<file path="config.mk">
export PLATFORM = sky130hd
export DESIGN_NAME = fifo_wr_arbiter
export DESIGN_NICKNAME = d
export VERILOG_FILES = /design/src/rtl/fifo_arb_pkg.sv /design/src/rtl/fifo_wr_arbiter_rr_pick.sv /design/src/rtl/fifo_wr_arbiter.sv
export SDC_FILE = /design/constraint.sdc
export NUM_CORES = 1
export LEC_CHECK = 0
export ABC_CLOCK_PERIOD_IN_PS = 7200
export CORE_AREA = 2 2 52 54
export CTS_CLUSTER_DIAMETER = 40
export CTS_CLUSTER_SIZE = 20
export DETAILED_ROUTE_END_ITERATION = 10
export DIE_AREA = 0 0 54 56
export DONT_BUFFER_PORTS = 1
export GPL_TIMING_DRIVEN = 0
export PLACE_DENSITY = 0.71
export SYNTH_ARGS = -nofsm -noshare
export SYNTH_HDL_FRONTEND = slang
export SYNTH_SLANG_ARGS = --single-unit
</file>
<file path="constraint.sdc">
create_clock -name wclk -period 7.2 [get_ports wclk]
set_clock_uncertainty 0.15 [all_clocks]
set_input_delay 1.44 -clock wclk [delete_from_list [all_inputs] [get_ports wclk]]
set_output_delay 1.44 -clock wclk [all_outputs]
set_load 0.01 [all_outputs]
</file>
<file path="src/rtl/fifo_arb_pkg.sv">
// Shared types and default sizing for the FIFO write arbiter.
// Holds the FSM state enum and the default parameter constants.
package fifo_arb_pkg;

  localparam int DATA_WIDTH = 8;
  localparam int N_REQ      = 4;
  localparam int MAX_BURST  = 16;

  typedef enum logic {
    IDLE  = 1'b0,
    BURST = 1'b1
  } arb_state_e;

endpackage

</file>
<file path="src/rtl/fifo_wr_arbiter_rr_pick.sv">
// rr_pick: combinational round-robin selector.
// Ports: i_req (request vector), i_last (last owner index),
//        o_pick (one-hot winner), o_idx (winner index).
module rr_pick #(
  parameter int N  = 4,
  parameter int IW = $clog2(N)
) (
  input  logic [N-1:0]  i_req,
  input  logic [IW-1:0] i_last,
  output logic [N-1:0]  o_pick,
  output logic [IW-1:0] o_idx
);

  logic [IW-1:0] w_j;
  logic          w_found;

  // Walk from last+1 with wrap; the first set request wins.
  always_comb begin
    o_pick  = '0;
    o_idx   = '0;
    w_found = 1'b0;
    w_j     = i_last;
    for (int k = 0; k < N; k++) begin
      w_j = (w_j == IW'(N - 1)) ? '0 : w_j + 1'b1;
      if (!w_found && i_req[w_j]) begin
        w_found     = 1'b1;
        o_pick[w_j] = 1'b1;
        o_idx       = w_j;
      end
    end
  end

endmodule

</file>
<file path="src/rtl/fifo_wr_arbiter.sv">
// fifo_wr_arbiter: round-robin burst arbiter feeding an async FIFO.
// Ports: wclk/wrst_n, arb_enable, req_valid/req_data/req_ready,
//        fifo_full, write_enable, data_in, grant.
module fifo_wr_arbiter
  import fifo_arb_pkg::*;
#(
  parameter int DATA_WIDTH = fifo_arb_pkg::DATA_WIDTH,
  parameter int N_REQ      = fifo_arb_pkg::N_REQ,
  parameter int MAX_BURST  = fifo_arb_pkg::MAX_BURST
) (
  input  logic                        wclk,
  input  logic                        wrst_n,
  input  logic                        arb_enable,
  input  logic [N_REQ-1:0]            req_valid,
  input  logic [N_REQ*DATA_WIDTH-1:0] req_data,
  output logic [N_REQ-1:0]            req_ready,
  input  logic                        fifo_full,
  output logic                        write_enable,
  output logic [DATA_WIDTH-1:0]       data_in,
  output logic [N_REQ-1:0]            grant
);

  localparam int CW = $clog2(MAX_BURST);
  localparam int IW = $clog2(N_REQ);

  arb_state_e            r_state;
  arb_state_e            w_next;
  logic [N_REQ-1:0]      r_grant;
  logic [CW-1:0]         r_count;
  logic [IW-1:0]         r_gidx;
  logic [IW-1:0]         r_last;
  logic [N_REQ-1:0]      w_pick;
  logic [IW-1:0]         w_pidx;
  logic                  w_vg;
  logic                  w_we;
  logic                  w_last_wr;
  logic                  w_start;
  logic                  w_exit;
  logic [DATA_WIDTH-1:0] w_data;

  rr_pick #(
    .N  (N_REQ),
    .IW (IW)
  ) u_pick (
    .i_req  (req_valid),
    .i_last (r_last),
    .o_pick (w_pick),
    .o_idx  (w_pidx)
  );

  always_ff @(posedge wclk) begin
    if (!wrst_n) begin
      r_state <= IDLE;
      r_grant <= '0;
      r_count <= '0;
      r_gidx  <= '0;
      r_last  <= IW'(N_REQ - 1);
    end else begin
      r_state <= w_next;
      if (w_start) begin
        r_grant <= w_pick;
        r_gidx  <= w_pidx;
      end else if (w_exit) begin
        r_grant <= '0;
        r_count <= '0;
        r_last  <= r_gidx;
      end else if (w_we) begin
        r_count <= r_count + 1'b1;
      end
    end
  end

  always_comb begin
    w_vg      = |(req_valid & r_grant);
    w_last_wr = w_we && (r_count == CW'(MAX_BURST - 1));
    w_start   = (r_state == IDLE) && arb_enable
                && (|req_valid);
    w_exit    = (r_state == BURST)
                && (!w_vg || w_last_wr);
    w_next    = r_state;
    unique case (r_state)
      IDLE:    w_next = w_start ? BURST : IDLE;
      BURST:   w_next = w_exit ? IDLE : BURST;
      default: w_next = IDLE;
    endcase
  end

  // Reset gates the strobe so an aborted burst
  // writes nothing while reset is held.
  always_comb begin
    w_we = wrst_n && (r_state == BURST)
           && w_vg && !fifo_full;
    w_data = '0;
    for (int i = 0; i < N_REQ; i++) begin
      if (r_grant[i]) begin
        w_data = req_data[i*DATA_WIDTH +: DATA_WIDTH];
      end
    end
    if (!wrst_n || r_state != BURST) begin
      w_data = '0;
    end
  end

  assign write_enable = w_we;
  assign req_ready    = r_grant & {N_REQ{w_we}};
  assign data_in      = w_data;
  assign grant        = r_grant;

endmodule

</file>
==> flow_summary.ini, run 1 <==
[synth]
synth_top_area_frac = 0.1962
synth_edf_count = 0
synth_area_leaders = dfxtp_1 (20%), ha_1 (8.5%), a21oi_1 (6.4%), a221o_1 (6.0%), a221oi_1 (5.3%)
ys_seq_area_frac = 0.1962
synth_warnings = 0
synth_commonest_cells = a21oi_1 (17), nor2_1 (17), dfxtp_1 (13), nor2b_1 (10), nor3_1 (10)
async_flop_share = 0
synth_fp_nets = 223
postSynthAreaPerCell_um2 = 7.622
synth_seq_cells = 13
yosysUniqueCellTypes = 44
synthFlopType = dfxtp_1
synthCells = 174
synth_area_um2 = 1326
synth_top_area_cell = dfxtp_1

[floorplanning]
die-area_um2 = 3024
initial_core_util = 0.5453
die_w_um = 54
io_pins = 57
die_h_um = 56
core_area_um2 = 2432
num_rows = 18

[critical_path]
r2r_start = r_last[0]$_SDFFE_PN1P_
cp_data_required_time_ps = 5610
worstSetupPathType = input pin to primary output
crit_fanout = 10
crit_arrival_ps = 2850
cp-start-kind = input pin
rrSetupSlack_ps = 4610
critPathLaunch = req_valid[3]
cp-end-kind = primary output

[drt]
via_per_inst = 6.327
first_pass_iters = 4
wl_um = 3324
drt_iter0_drc = 31
dr_total_vias = 1316
routedWlPerCell_um = 15.98
drc = 0
antenna_left = 0

[cts]
clkTransAtPathRegs_ps = 70
cts_root_buf = clkbuf_4
htree_levels = 1
cts_setup_buffers = 0
clockBufferDepth = 2
cts_sinks = 13
clkLatencyLatePin_ps = 270
holdBufCountCts = 0
cts_made_buffers = 3
cts_tree = done
ctsResizeCount = 0

[cells_and_area]
final_core_util = 0.5715
diodes = 0
nets = 228
n_fill_cell = 244
area_growth_pct = 4.811
drive_gt1_frac = 0.08427

[global_routing]
antenna_found_initial = 0
grt_max_degree = 13
overflow = 0
grt_use_total = 0.2171
grt_pass1_vias = 1200
grt_pass1_wl_um = 5064

[timing]
tightest_slew_ps = 687.0
setup_tns_ps = 0
rsz0062_at_grt = false
setup_viol = 0
final_hold_viol_count = 0
maxSlewHeadroom = 0.5412
post-route-min-period_ps = 4443
finalCritPeriodShare = 0.6171
slew_violations = 0
setup_ws_ps = 2757
fmax_mhz = 225.1

[placed_design]
dp_slack_ps = 2772
hpwl_um = 2638
io_buffers = 0
gp_congestion = 0.9020

[outcome]
status = complete, no violations

[power_and_ir_drop]
power.leakage_uw = 0.0005053
vdd_drop_max_v = 0.0001117
p_per_area_nw_per_um2 = 156.1
power_uw = 217.0

[run]
cap_violations = 0

[min_path]
hold_start = r_gidx[1]$_SDFFE_PN0P_
hold_class = register to register
[worst max-delay path, cell delays in order]
cell and delay [ps]:
clkbuf_1 290, a22oi_1 180, a211oi_2 650, and2_1 290
[final cells by class]
class | count | area [um^2] | area share
buffer | 13 | 53.80 | 0.03870
clock buffer | 4 | 26.28 | 0.01890
inverter | 6 | 22.52 | 0.01620
multi-input combinational | 142 | 989.7 | 0.7120
sequential | 13 | 260.3 | 0.1872
tap | 30 | 37.54 | 0.02700
[placed cells by master, fill, tap and decap left out, drive strengths merged, types with 2 or more instances in the layout]
| cell | count |
|---|---|
| and3 | 2 |
| nand3 | 2 |
| a21oi | 17 |
| nand2 | 8 |
| ha | 9 |
| buf | 4 |
| nor2b | 10 |
| clkbuf | 13 |
| nor2 | 18 |
| nand2b | 5 |
| a22oi | 3 |
| dfxtp | 13 |
| o22ai | 2 |
| o21ai | 5 |
| a221o | 8 |
| a221oi | 8 |
| nor4b | 2 |
| nor3 | 10 |
| nor3b | 2 |
| xor2 | 2 |
| a211oi | 2 |
| mux2i | 4 |
| and2 | 5 |
| inv | 6 |
| o2bb2ai | 2 |
[metrics by stage]
step | cell area [um^2] | cells | hold WS [ps]
after floorplan | 1326 | 174 | 283.2
after detailed placement | 1364 | 204 | 312.2
after global routing | 1390 | 208 | 366.5
after global placement | 1364 | 204 | 306.4
final | 1390 | 208 | 332.2
after CTS | 1390 | 208 | 336.7
[registers in the layout, summed over array words and instances, names as in the netlist]
signal,cells
grant,4
r_count,4
r_gidx,2
r_last,2
r_state,1
[power by group]
| group | switching (uW) | internal (uW) |
|---|---|---|
| sequential | 8.07 | 76.7 |
| combinational | 51.7 | 36.4 |
| clock | 22.7 | 21.5 |
[final timing paths]
kind,endpoint,cells past startpoint
setup reg to reg,grant[0]$_SDFFE_PN0P_,5
hold / removal,r_last[1]$_SDFFE_PN1P_,2
setup / recovery,req_ready[3],4
hold reg to reg,r_last[1]$_SDFFE_PN1P_,2
[cells by family after synthesis]
group	after synthesis	synth area share
fa+ha+maj	9	0.08491
flops	13	0.1962
mux	5	0.04717
buf+inv	19	0.05754
compound gates	55	0.3113
xor+xnor	3	0.01981
simple gates	70	0.2830
[routing by layer]
metal	vias up	share of wire	global-route usage
li1	656	-	-
met1	598	0.42	0.2443
met2	58	0.51	0.3920
met3	4	0.058	0.05376
met4	0	0.0078	0.05357
met5	-	0	0
Note: power is estimated with default switching activity, not from simulation.
==> run 2, diff against run 1 <==
ABC_CLOCK_PERIOD_IN_PS = 4500   (was 7200)
clock period = 4.5 ns   (was 7.2 ns; I/O delays follow)
==> results of run 2 <==
The final DEF is identical to that of run 1. Status: complete, no violations.
Main changes from that run: setup slack after placement 2772 ps -> 1152 ps; setup slack after layout 2757 ps -> 1137 ps; register-to-register setup slack 4610 ps -> 1910 ps; total power 217.0 uW -> 347.3 uW; worst IR drop on VDD 0.0001117 V -> 0.0001787 V
